## config.mk

```make
export PLATFORM = sky130hd
export DESIGN_NAME = rr_slave_arbiter
export DESIGN_NICKNAME = d
export VERILOG_FILES = /design/src/rtl/arb_pkg.sv /design/src/rtl/rr_pick.sv /design/src/rtl/rr_slave_arbiter.sv
export SDC_FILE = /design/constraint.sdc
export NUM_CORES = 1
export LEC_CHECK = 0
export CAP_MARGIN = 10
export CORE_AREA = 2 2 119 121
export CTS_BUF_LIST = sky130_fd_sc_hd__clkbuf_2
export DETAILED_ROUTE_END_ITERATION = 12
export DIE_AREA = 0 0 121 123
export PLACE_DENSITY = 0.72
export SLEW_MARGIN = 0
export SYNTH_ARGS = -nofsm -noshare
export SYNTH_HDL_FRONTEND = slang
export SYNTH_SLANG_ARGS = --single-unit
```

## constraint.sdc

```tcl
create_clock -name clk -period 4.3 [get_ports clk]
set_input_delay 0.43 -clock clk [delete_from_list [all_inputs] [get_ports clk]]
set_output_delay 0.43 -clock clk [all_outputs]
set_load 0.01 [all_outputs]
```

## src/rtl/arb_pkg.sv

```systemverilog
// Shared types and constants for the round-robin slave arbiters.
package arb_pkg;

    typedef enum logic [1:0] {
        IDLE = 2'd0,
        BUSY = 2'd1,
        HALT = 2'd2
    } arb_state_t;

    localparam int CNT_W = 8;

endpackage

```

## src/rtl/rr_pick.sv

```systemverilog
// Round-robin picker: returns the first requester after ptr, wrapping modulo NCH.
module rr_pick #(
    parameter  int NCH = 4,
    localparam int SW  = $clog2(NCH)
) (
    input  logic [NCH-1:0] req,
    input  logic [SW-1:0]  ptr,
    output logic           hit,
    output logic [SW-1:0]  idx
);

    // Scan from the farthest candidate to the nearest so the closest requester after ptr wins.
    always_comb begin
        int          cand_i;
        logic [SW-1:0] cand;
        hit    = 1'b0;
        idx    = '0;
        cand_i = 0;
        cand   = '0;
        for (int k = NCH; k >= 1; k--) begin
            cand_i = (int'(ptr) + k) % NCH;
            cand   = SW'(cand_i);
            if (req[cand]) begin
                hit = 1'b1;
                idx = cand;
            end
        end
    end

endmodule

```

## src/rtl/rr_slave_arbiter.sv

```systemverilog
// Merges NCH slave channel streams into one FIFO write port with round-robin
// grants, bounded bursts, and a global halt while the master reports completion.
//
// state | meaning
// IDLE  | no grant; picks the next valid channel after ptr (one bubble cycle)
// BUSY  | grant held; beats accepted while the FIFO has room and no halt
// HALT  | master completion active; all ready low, ptr kept
module rr_slave_arbiter
    import arb_pkg::*;
#(
    parameter  int NCH   = 4,
    parameter  int DW    = 32,
    parameter  int MW    = 2,
    parameter  int PW    = 8,
    parameter  int BURST = 4,
    localparam int SW    = $clog2(NCH)
) (
    input  logic              clk,
    input  logic              rst_n,
    input  logic              mstr_cmplt,
    input  logic              fifo_full,
    input  logic [NCH-1:0]    slv_valid,
    input  logic [NCH*MW-1:0] slv_mode,
    input  logic [NCH*PW-1:0] slv_proc_valid,
    input  logic [NCH*DW-1:0] slv_data,
    output logic [NCH-1:0]    slv_ready,
    output logic              out_valid,
    output logic [MW-1:0]     out_mode,
    output logic [PW-1:0]     out_proc_val,
    output logic [DW-1:0]     out_data,
    output logic [SW-1:0]     out_src
);

    arb_state_t       state;
    logic [SW-1:0]    grant;
    logic [SW-1:0]    ptr;
    logic [CNT_W-1:0] beat_cnt;

    logic             pick_hit;
    logic [SW-1:0]    pick_idx;

    logic             g_valid;
    logic [MW-1:0]    g_mode;
    logic [PW-1:0]    g_proc_val;
    logic [DW-1:0]    g_data;

    logic             open;
    logic             accept;
    logic             last_beat;

    rr_pick #(
        .NCH (NCH)
    ) u_pick (
        .req (slv_valid),
        .ptr (ptr),
        .hit (pick_hit),
        .idx (pick_idx)
    );

    // Select the granted channel's valid and payload out of the packed buses.
    always_comb begin
        g_valid    = slv_valid[grant];
        g_mode     = slv_mode[int'(grant)*MW +: MW];
        g_proc_val = slv_proc_valid[int'(grant)*PW +: PW];
        g_data     = slv_data[int'(grant)*DW +: DW];
    end

    // Ready reacts to fifo_full and mstr_cmplt in the same cycle, so they stay out of the registers.
    always_comb begin
        open      = (state == BUSY) && !fifo_full && !mstr_cmplt;
        accept    = open && g_valid;
        last_beat = (beat_cnt == CNT_W'(BURST - 1));
        slv_ready = '0;
        if (open) begin
            slv_ready[grant] = 1'b1;
        end
    end

    // Grant FSM: arbitration, burst counting and pointer update.
    always_ff @(posedge clk or negedge rst_n) begin
        if (!rst_n) begin
            state    <= IDLE;
            grant    <= '0;
            beat_cnt <= '0;
            ptr      <= SW'(NCH - 1);
        end else begin
            unique case (state)
                IDLE: begin
                    if (mstr_cmplt) begin
                        state <= HALT;
                    end else if (pick_hit) begin
                        grant    <= pick_idx;
                        beat_cnt <= '0;
                        state    <= BUSY;
                    end
                end
                BUSY: begin
                    if (mstr_cmplt) begin
                        // ptr is left alone so the interrupted channel keeps its place.
                        state <= HALT;
                    end else if (!g_valid) begin
                        ptr   <= grant;
                        state <= IDLE;
                    end else if (!fifo_full) begin
                        if (last_beat) begin
                            ptr   <= grant;
                            state <= IDLE;
                        end else begin
                            beat_cnt <= beat_cnt + 1'b1;
                        end
                    end
                end
                HALT: begin
                    if (!mstr_cmplt) begin
                        state <= IDLE;
                    end
                end
                default: begin
                    state <= IDLE;
                end
            endcase
        end
    end

    // Output register: one FIFO write per accepted beat; payload holds between writes.
    always_ff @(posedge clk or negedge rst_n) begin
        if (!rst_n) begin
            out_valid    <= 1'b0;
            out_mode     <= '0;
            out_proc_val <= '0;
            out_data     <= '0;
            out_src      <= '0;
        end else begin
            out_valid <= accept;
            if (accept) begin
                out_mode     <= g_mode;
                out_proc_val <= g_proc_val;
                out_data     <= g_data;
                out_src      <= grant;
            end
        end
    end

endmodule

```

# Word-level counts from Yosys, hierarchy flattened
# Index checks and enable logic that the tools add are counted.
# word_totals
in_bits	176
out_inout_bits	49
register_bits	59
elab_cells	90
# op_classes
shifts	3
n_eq_ne	15
add_sub_neg	5
n_reduce_logical	12
n_bitwise	1
n_lt_le_gt_ge	6
mux	39
# ops
cell	count
variable part select 128 x 8 -> 32 bit	1
2-to-1 mux 8 bit	6
variable part select 32 x 6 -> 8 bit	1
2-to-1 mux 2 bit	14
inequality test 2 bit, second input constant	8
case mux 8 bit (2 select lines)	1
less-than comparator 2 x 3 -> 1 bit, second input constant	5
binary-select mux 1 bit (select 2 bit)	5
2-to-1 mux 1 bit	10
adder 8 x 1 -> 8 bit, second input constant	1
equality test 8 x 2 -> 1 bit, second input constant	1
inequality test 4 bit, second input constant	2
AND reduction 4 bit	2
variable part select 8 x 4 -> 2 bit	1
AND reduction 7 bit	1
case mux 2 bit (3 select lines)	1
adder 2 x 1 -> 2 bit, second input constant	2
adder 2 bit, second input constant	2
logical AND 1 bit	4
2-to-1 mux 4 bit	1
inequality test 3 bit, second input constant	1
AND reduction 3 bit	1
demux 1 bit (select 2 bit)	1
equality test 2 x 1 -> 1 bit, second input constant	1
7 further kinds	8

# Longest topological paths before layout
# logic_depth
ltp_word	10
ltp_mapped	7
ltp_nobuf	5

# Hierarchy
# From an unflattened synthesis, not the netlist that was laid out.
# hier_totals
cells_unflattened	249
hier_area_um2	3638.5
# modules_own_cells
module	area_per_inst_um2	cells_each	seq_area_each_um2	n_inst
rr_slave_arbiter	3547.2	235	1478.9	1
rr_pick	91.3	14	0.0	1

# Least setup slack after synthesis
# No wires, ideal clock.
# synth_timing
path_type	reg2reg
from	reg grant[0]
to	reg out_data[10]
synth_period_minus_slack_ps	1946
path_slack_ps	2354
setup_time_ps	125
required_time_ps	4175
n_path_buf	3
arrival_time_ps	1821
stages_incl_launch_ff	6
cell_sequence	dfrtp_1 > buf_2 > buf_2 > buf_2 > mux4_2 > mux2_4
# synth_between
elab_chain_len	3
elab_cells_between_ends	4
classes_between	shift (1); mux (2); reduce/logical (1)
# synth_rtl
element	line_no	rtl
from (decl)	rr_slave_arbiter.sv:35	logic [SW-1:0] grant;
from (signal assigned)	rr_slave_arbiter.sv:92	grant <= pick_idx;
branches (longest 3 deep; another with variable part select 128 x 8 -> 32 bit)	-	
to (signal assigned)	rr_slave_arbiter.sv:138	out_data <= g_data;
to (decl)	rr_slave_arbiter.sv:30	output logic [DW-1:0] out_data,
# Parallel ways; which one is timed is not known. The select of a mux whose other input is x is not followed.
# A chain may end at the register's enable or synchronous reset.

# Worst setup path after layout
# layout_timing
from	reg grant[0]
to	reg out_data[0]
# Same word-level chain as after synthesis.

==> results.json <==
{
  "status": "completed",
  "grt_start_max_net_pins": 60,
  "post_drt_wl_per_cell_um": 18.0,
  "yosysSeqAreaShare": 0.408,
  "met1Wirelength_mm": 4.40,
  "final-hold-violation-count": 0,
  "yosys_warnings": 0,
  "finalCritPeriodShare": 0.726,
  "endpoint_kind": "register",
  "drt-initial-drc-count": 103,
  "seqPwrFrac": 0.367,
  "avgViaCountPerCell": 4.80,
  "netlist_area_um2": 3620,
  "cts_hold_buf": 0,
  "setup_viol": 0,
  "n_antenna_cell": 0,
  "dp_hpwl_mm": 8.78,
  "initial_core_util": 0.266,
  "synth_cells": 238,
  "hold_class": "in2async",
  "ys_types": 41,
  "critPathMaxFanout": 50,
  "rsz0062_at_grt": "false",
  "worst_slew_pin_slew_ns": 0.912,
  "place_congestion": 0.812,
  "area_growth_pct": 68.0,
  "route.detailed.drc": 0,
  "cts_setup_buffers": 0,
  "slowest_delay_ns": 1.06,
  "slowest_stage": "dfrtp_4",
  "crit_arrival_ns": 3.51,
  "power-per-cell-area_nw_per_um2": 455,
  "tritoncts": "built",
  "ios": 225,
  "clock-sinks": 59,
  "die_w_um": 121,
  "layout_commonest_cell": "clkdlybuf4s50_1",
  "cts.path.max_buffers": 2,
  "finalSetupTns_ns": 0,
  "groute.usage.overall": 0.154,
  "core_um2": 13600,
  "slew_headroom": 0.392,
  "comb_power_share": 0.538,
  "firstDrtPassIters": 4,
  "rows": 43,
  "path_clk_slew_ns": 0.17,
  "dp_slack_ns": 1.10,
  "p_sw_mw": 0.897,
  "ant_nets": 0,
  "cts_root_buf": "clkbuf_2",
  "wl_met2_mm": 6.00,
  "p_leak_nw": 2.43,
  "insertion_delay_ns": 0.50,
  "fmax_mhz": 320,
  "drv_cap": 0,
  "wl_met3_um": 965,
  "numCtsBuffers": 9,
  "swShare": 0.324,
  "grt_pass1_vias": 3402,
  "synth_fp_nets": 415,
  "final_nets": 636,
  "vdd_ir_drop_max_uv": 278,
  "avgSynthCellArea_um2": 15.2,
  "cts_resized": 0,
  "antenna_found_initial": 0,
  "fin_skew_ns": 0.0253,
  "p_int_mw": 1.87,
  "ys_seq_elements": 59,
  "required_ns": 4.69,
  "wirelength_mm": 11.6,
  "layout_common_cells": "clkdlybuf4s50_1 (223), dfrtp_1 (55), mux4_2 (43), mux2_4 (30)",
  "top_layer_used": "met4",
  "period_minus_slack_ns": 3.12,
  "grt_overflow": 0,
  "die-area_um2": 14900,
  "maxSlewViolCount": 0,
  "critical_path_class": "reg2reg",
  "fin_ws_ns": 1.18,
  "numPortBuffers": 224,
  "start_kind": "register",
  "htree_levels": 3,
  "vias": 3087,
  "die_h_um": 123,
  "path_cells": "mux4_2 > nand2_4 > inv_2 > buf_4 > mux2_4",
  "drive_gt1_frac": 0.246,
  "grt_pass1_wl_mm": 17.5,
  "pwr-share-clk": 0.095
}
[synth_stat cells (all sizes together)]
master  instances  area, um^2
nor3b           2        15.0
a21oi           4        20.0
o21a            2        15.0
mux4           43         968
mux2i           1        10.0
dfrtp          57        1430
nor4b           1        23.8
dfstp           2        52.6
o31a            2        17.5
or4b            1        10.0
o41ai           1        8.76
nand2b          1        6.26
or3             1        6.26
o22ai           1        6.26
o31ai           3        22.5
buf            12        82.6
o211ai          1        12.5
mux2           44         608
a31oi           1        6.26
or4             1        7.51
a211o           3        26.3
and3            3        18.8
and2            1        6.26
and3b           1        8.76
o21ai           4        20.0
nand3           5        25.0
a21boi          2        15.0
ha              1        12.5
clkbuf          6        22.5
nand2          15        63.8
nor3            3        15.0
nor4            2        12.5
a21o            1        7.51
nor2            4        15.0
inv             4        15.0
or2             2        12.5
[through the flow]
step	hold slack [ns]	utilization	instance area (um^2)	power, mW	instances
floorplan	0.134	-	3620	1.78	238
global placement	0.493	0.442	6010	2.51	628
detailed placement	0.489	0.442	6010	2.54	628
CTS	0.0203	0.447	6090	2.82	643
global route	0.0868	0.447	6090	2.95	643
finish	0.0578	0.447	6090	2.77	643
[per-layer routing]
metal	global-route usage	vias to the layer above
met5	0	-
met4	0.0618	0
met3	0.0401	16
met2	0.276	141
met1	0.175	1543
li1	-	1387
[logic make-up (layout without fill, tap and decap cells)]
kind of cell,count (synthesis),count (layout),synth area share
fa+ha+maj,1,1,0.00345
compound gates,25,25,0.0491
simple gates,43,43,0.0680
mux,88,88,0.438
buf+inv,22,247,0.0332
flops,59,59,0.408
[registers in the layout (all words and copies together) (netlist names)]
register      cells
beat_cnt          8
out_data         32
grant             2
out_src           2
ptr               2
out_mode          2
state             2
out_proc_val      8
out_valid         1
[worst max-delay path, delay by kind of cell, from the launching register on]
family | cells | cell delay, ns
buffers and inverters | 2 | 1.06
multiplexers | 2 | 0.77
flip-flops | 1 | 1.06
AND/OR/NAND/NOR | 1 | 0.10
[power by group through the flow]
stage | registers [mW] | logic [mW] | clock network [mW]
global route | 1.06 | 1.58 | 0.314
finish | 1.02 | 1.49 | 0.263
floorplan | 1.00 | 0.783 | 0
detailed placement | 1.04 | 1.50 | 0
global placement | 1.03 | 1.49 | 0
CTS | 1.03 | 1.51 | 0.286
[final timing paths]
check	start	to	slack [ns]	cells after the start
worst max-delay path	grant[0]	out_data[0]	1.18	5
min in group clk	out_data[15]	out_data[15]	0.52	1
max in group asynchronous	rst_n	grant[0]	3.66	2
worst min-delay path	rst_n	out_proc_val[3]	0.06	2
worst max register to register	grant[0]	out_data[0]	1.18	5
worst min register to register	out_data[15]	out_data[15]	0.52	1
[final cells by class]
type	instances	area, um^2
Clock buffer	10	50.0
Clock inverter	5	21.3
Tap cell	180	225
Multi-Input combinational cell	157	2020
Timing Repair Buffer	228	2270
Sequential cell	59	1480
Fill cell	1232	7530
Inverter	4	15.0
Note: power is estimated with default switching activity, not from simulation.
